**config.mk**
```make
export PLATFORM = sky130hd
export DESIGN_NAME = rvcpu_regfile_sb
export DESIGN_NICKNAME = d
export VERILOG_FILES = /design/src/rtl/rvcpu_regfile_sb.sv
export SDC_FILE = /design/constraint.sdc
export NUM_CORES = 2
export LEC_CHECK = 0
export ABC_CLOCK_PERIOD_IN_PS = 3200
export CAP_MARGIN = 25
export CELL_PAD_IN_SITES_DETAIL_PLACEMENT = 1
export CELL_PAD_IN_SITES_GLOBAL_PLACEMENT = 1
export CORE_UTILIZATION = 30
export DETAILED_ROUTE_END_ITERATION = 12
export PLACE_DENSITY = 0.55
export SLEW_MARGIN = 40
export SYNTH_ARGS = -nofsm -noshare
export SYNTH_HDL_FRONTEND = slang
export SYNTH_SLANG_ARGS = --single-unit
export TNS_END_PERCENT = 100
```
**constraint.sdc**
```tcl
create_clock -name clk -period 3.2 [get_ports clk]
set_clock_uncertainty 0.1 [all_clocks]
set_input_delay 0.32 -clock clk [delete_from_list [all_inputs] [get_ports clk]]
set_output_delay 0.32 -clock clk [all_outputs]
set_load 0.02 [all_outputs]
```
**src/rtl/rvcpu_regfile_sb.sv**
```systemverilog
// Integer register file with NRD combinational read ports, two write ports
// (A: in-order writeback, B: long-latency writeback) and a per-register busy scoreboard.

module rvcpu_regfile_sb_rdport #(
  parameter int XLEN   = 32,
  parameter int NREGS  = 32,
  parameter int AW     = 5,
  parameter int BYPASS = 1
) (
  input  logic [AW-1:0]                addr,
  input  logic [NREGS-1:0][XLEN-1:0]   regs,
  input  logic [NREGS-1:0]             busy,
  input  logic                         wa_en,
  input  logic [AW-1:0]                wa_addr,
  input  logic [XLEN-1:0]              wa_data,
  input  logic                         wb_en,
  input  logic [AW-1:0]                wb_addr,
  input  logic [XLEN-1:0]              wb_data,
  output logic [XLEN-1:0]              data,
  output logic                         pend
);
  logic wa_hit, wb_hit;

  always_comb begin
    wb_hit = (BYPASS != 0) && wb_en && (wb_addr == addr) && (addr != '0);
    wa_hit = (BYPASS != 0) && wa_en && (wa_addr == addr) && (addr != '0);
    data   = regs[addr];
    if (wb_hit)      data = wb_data;
    else if (wa_hit) data = wa_data;
    // A same-cycle port B write releases the register, so decode need not stall on it.
    pend   = busy[addr] && !wb_hit;
  end
endmodule

module rvcpu_regfile_sb #(
  parameter int XLEN   = 32,
  parameter int NREGS  = 32,
  parameter int NRD    = 2,
  parameter int BYPASS = 1,
  localparam int AW    = $clog2(NREGS)
) (
  input  logic                  clk,
  input  logic                  rst_n,
  input  logic [NRD*AW-1:0]     rd_addr,
  output logic [NRD*XLEN-1:0]   rd_data,
  output logic [NRD-1:0]        rd_busy,
  input  logic                  wa_en,
  input  logic [AW-1:0]         wa_addr,
  input  logic [XLEN-1:0]       wa_data,
  input  logic                  wb_en,
  input  logic [AW-1:0]         wb_addr,
  input  logic [XLEN-1:0]       wb_data,
  input  logic                  rsv_en,
  input  logic [AW-1:0]         rsv_addr,
  output logic                  rsv_ok,
  input  logic                  flush,
  output logic                  err
);
  logic [NREGS-1:0][XLEN-1:0] regs;
  logic [NREGS-1:0]           busy, busy_eff, busy_nxt, wb_clr, rsv_set;
  logic                       err_nxt;

  // Register 0 is never written, so it reads 0 from reset onward.
  always_ff @(posedge clk) begin
    if (!rst_n) begin
      regs <= '0;
    end else begin
      if (wa_en && wa_addr != '0) regs[wa_addr] <= wa_data;
      if (wb_en && wb_addr != '0) regs[wb_addr] <= wb_data;
    end
  end

  always_comb begin
    wb_clr = '0;
    if (wb_en) wb_clr[wb_addr] = 1'b1;
    busy_eff = busy & ~wb_clr;
    rsv_ok   = !flush && rsv_en && ((rsv_addr == '0) || !busy_eff[rsv_addr]);
    rsv_set  = '0;
    if (rsv_ok && rsv_addr != '0) rsv_set[rsv_addr] = 1'b1;
    // Set is OR'd after the clear so a same-register reserve wins over the release.
    busy_nxt    = flush ? '0 : (busy_eff | rsv_set);
    busy_nxt[0] = 1'b0;
    err_nxt = (wa_en && wa_addr != '0 && busy[wa_addr]) ||
              (wb_en && wb_addr != '0 && !busy[wb_addr]);
  end

  always_ff @(posedge clk) begin
    if (!rst_n) begin
      busy <= '0;
      err  <= 1'b0;
    end else begin
      busy <= busy_nxt;
      err  <= err | err_nxt;
    end
  end

  for (genvar k = 0; k < NRD; k++) begin : g_rd
    rvcpu_regfile_sb_rdport #(
      .XLEN(XLEN), .NREGS(NREGS), .AW(AW), .BYPASS(BYPASS)
    ) u_rd (
      .addr    (rd_addr[k*AW +: AW]),
      .regs    (regs),
      .busy    (busy),
      .wa_en   (wa_en),
      .wa_addr (wa_addr),
      .wa_data (wa_data),
      .wb_en   (wb_en),
      .wb_addr (wb_addr),
      .wb_data (wb_data),
      .data    (rd_data[k*XLEN +: XLEN]),
      .pend    (rd_busy[k])
    );
  end
endmodule

```
==> results.py <==
metrics = {
    "worst_setup_path": {
        "crit_top_cell": "mux4_2",
        "critical_path_buf_inv_count": 1,
        "cp_slowest_cell": "mux4_2",
        "crit_chain": "mux4_2, mux4_2, nor2_2, nor3_2, a21oi_2, a21oi_4, buf_6",
        "cp_max_fo": 3,
        "crit_arrival_ns": 2.96,
        "startpoint_type": "register",
        "critical-path-top-delay-family": "multiplexers",
        "critical_path_required_ns": 2.78,
        "worst_setup_path_end_kind": "primary output",
        "path_class": "reg -> out",
        "critPathMaxStageDelay_ns": 0.52,
    },
    "synthesis": {
        "syn_nets": 6587,
        "syn_area_um2": 67800,
        "netlist_instances": 6492,
        "synth_edf_count": 0,
        "synth_largest_area_cell": "dfxtp_1",
        "synth.distinct_cells": 58,
        "ys_warn_count": 0,
        "ys_seq_area_frac": 0.312,
        "synth.area.top_cells": "dfxtp_1 (31%), mux4_2 (20%), mux2i_1 (16%), o211a_1 (15%), nand2_1 (6.3%)",
        "synth-async-reset-ratio": 0,
        "ys_seq_elements": 1056,
        "yosysTopAreaCellShare": 0.312,
        "syn_area_per_cell_um2": 10.4,
        "ys.flop_type": "dfxtp_1",
    },
    "clocking": {
        "clk_pin_slew_ns": 0.06,
        "clk_latency_ns": 0.81,
        "cts_buffer_depth": 3,
        "numClockSinks": 1056,
        "cts-root-buf": "clkbuf_16",
        "cts_tree": "built",
        "numCtsBuffers": 136,
        "htree_levels": 4,
    },
    "finish": {
        "multi_input_area_um2": 44500,
        "syn_to_final_growth_pct": 22.2,
        "nNetsFinal": 6597,
        "final_common_cell": "nand2_1",
        "drive_above_1_share": 0.294,
        "seq_area_um2": 21300,
        "final_cell_mix": "nand2_1 (1,081), mux2i_1 (1,076), o211a_1 (993)",
        "fill_cells": 24200,
    },
    "power_and_ir_drop": {
        "combPwrFrac": 0.141,
        "p_int_mw": 24.4,
        "switching_share": 0.286,
        "ir_worst_vdd_v": 0.000603,
        "powerDensity_nw_per_um2": 413,
        "power_mw": 34.2,
        "p_leak_nw": 45.1,
        "switching_power_mw": 9.80,
        "seqPwrFrac": 0.398,
        "p_clk_frac": 0.462,
    },
    "min_path": {
        "hold_path.class": "in -> reg",
    },
    "detailed_routing": {
        "drt_iter0_markers": 5679,
        "via_per_inst": 6.10,
        "via_count": 58600,
        "routedWlPerCell_um": 35.3,
        "dr.pass1.iters": 5,
        "antenna_left": 0,
        "drc": 0,
        "routed_wl_um": 339000,
    },
    "placement": {
        "place_ws_ns": -0.742,
        "io_buffers": 162,
        "dp_hpwl_um": 214000,
        "place.gp.congestion": 0.902,
    },
    "grt": {
        "antenna_found_initial": 12,
        "grt_max_degree": 146,
        "track_usage": 0.290,
        "grt_pass1_vias": 60000,
        "overflow": 0,
        "grt_pass1_wl_um": 475000,
    },
    "timing": {
        "hold_ws_ns": 0.144,
        "grt_setup_unrepaired": "yes",
        "worst_slew_pin_slew_ns": 0.919,
        "period_share": 1.06,
        "drv_slew": 0,
        "layout_setup_ws_ns": -0.182,
        "max_freq_mhz": 296,
        "setup_viol": 35,
        "fin_crit_ns": 3.38,
        "slew_headroom": 0.387,
        "hold_viol_final": 0,
    },
    "outcome": {
        "outcome": "complete, but fails checks",
        "violations": "negative setup slack",
    },
    "floorplanning": {
        "die_h_um": 477,
        "die_w_um": 477,
        "rows": 174,
        "core_um2": 225000,
        "dieArea_um2": 228000,
        "io_pins": 163,
        "start_util": 0.302,
    },
    "job": {
        "maxCapViolCount": 0,
    },
}
## stage by stage
| stage | utilization | TNS (ns) | instance area (um2) | cells |
|---|---|---|---|---|
| finish | 0.369 | -2.20 | 82800 | 9613 |
| global route | 0.369 | -4.74 | 82800 | 9602 |
| CTS | 0.365 | -4.99 | 82000 | 9585 |
| detailed placement | 0.340 | -49.11 | 76300 | 9337 |
| global placement | 0.339 | -49.27 | 76300 | 9336 |
| floorplan | - | 0 | 67800 | 6492 |
## worst register-to-register path, cell delays in order (launching register included)
cell and delay [ns]:
dfxtp_1 0.36, buf_4 0.16, mux4_2 0.26, o31ai_1 0.11
a32oi_1 0.17, o311ai_1 0.17, nor4_4 0.33, buf_4 0.42
o21ai_1 0.16
## synth_stat cells (3+ instances only)
library cell and instances:
nand2_1 1130, mux2i_1 1091, dfxtp_1 1056, o211a_1 994, clkbuf_1 599, mux4_2 591, buf_2 167, nand3_1 145
buf_1 111, nor2_1 67, a21oi_1 60, o21ai_1 58, o21ai_0 46, buf_4 39, and2_1 34, mux2_2 27
o22ai_1 27, nand2b_1 26, a211oi_1 25, a221oi_1 20, o221ai_1 19, nor3_1 18, a31oi_1 16, nor2b_1 15
o211ai_1 13, xor2_1 13, buf_6 12, o311ai_0 9, inv_1 6, nor3b_1 6, nand4_1 5, xnor2_1 5
a32oi_1 4, and4b_1 3, nand3b_1 3, o2111ai_1 3
## timing repair
action                                  4_1_cts  5_1_grt
endpoints found under the hold margin        21        0
hold buffers                                  1        0
endpoints found under the setup margin       67       62
setup buffers                                15       16
pin swaps                                    79       56
gates resized for setup                     574      173
cloned                                        2        4
## final timing paths
kind / startpoint / endpoint / slack, ns / cells after the start
worst min register to register: regs[29] / regs[29] / 0.39 / 1
worst max-delay path: regs[500] / rd_data[20] / -0.18 / 7
worst min-delay path: wb_addr[1] / busy[1] / 0.14 / 6
worst max register to register: busy[17] / busy[8] / 0.84 / 8
## layout make-up
cell class | instances | area share
multi-input combinational | 4502 | 0.538
sequential | 1056 | 0.258
timing repair buffer | 800 | 0.105
clock buffer | 217 | 0.0492
tap | 2992 | 0.0452
clock inverter | 28 | 0.00444
antenna | 12 | 0.000363
inverter | 6 | 0.000272
## kinds of logic (layout without fill, tap and decap cells)
family	after synthesis	count (layout)	share of synthesized area
compound gates	1310	1310	0.176
flops	1056	1056	0.312
other cells	0	12	0
simple gates	1465	1465	0.0890
mux	1709	1709	0.362
xor+xnor	18	18	0.00233
buf+inv	934	1051	0.0583
## power groups by stage
stage | combinational [mW] | sequential, mW | clock, mW
after floorplan | 2.57 | 13.8 | 0
after global placement | 4.46 | 13.9 | 0
after detailed placement | 4.52 | 13.9 | 0
after CTS | 4.67 | 13.6 | 16.0
after global routing | 5.00 | 13.6 | 16.5
final | 4.81 | 13.6 | 15.8
## routing by layer
metal,share of wire,vias up,track usage
met1,0.42,31100,0.374
met2,0.46,2307,0.467
met3,0.071,709,0.0557
li1,-,24500,-
met5,0.00017,-,0
met4,0.054,8,0.138
## flip-flops by register name, indices dropped and copies added (netlist names)
name and cells:
busy 31, err 1, regs 1024
(Power assumes the default switching activity.)
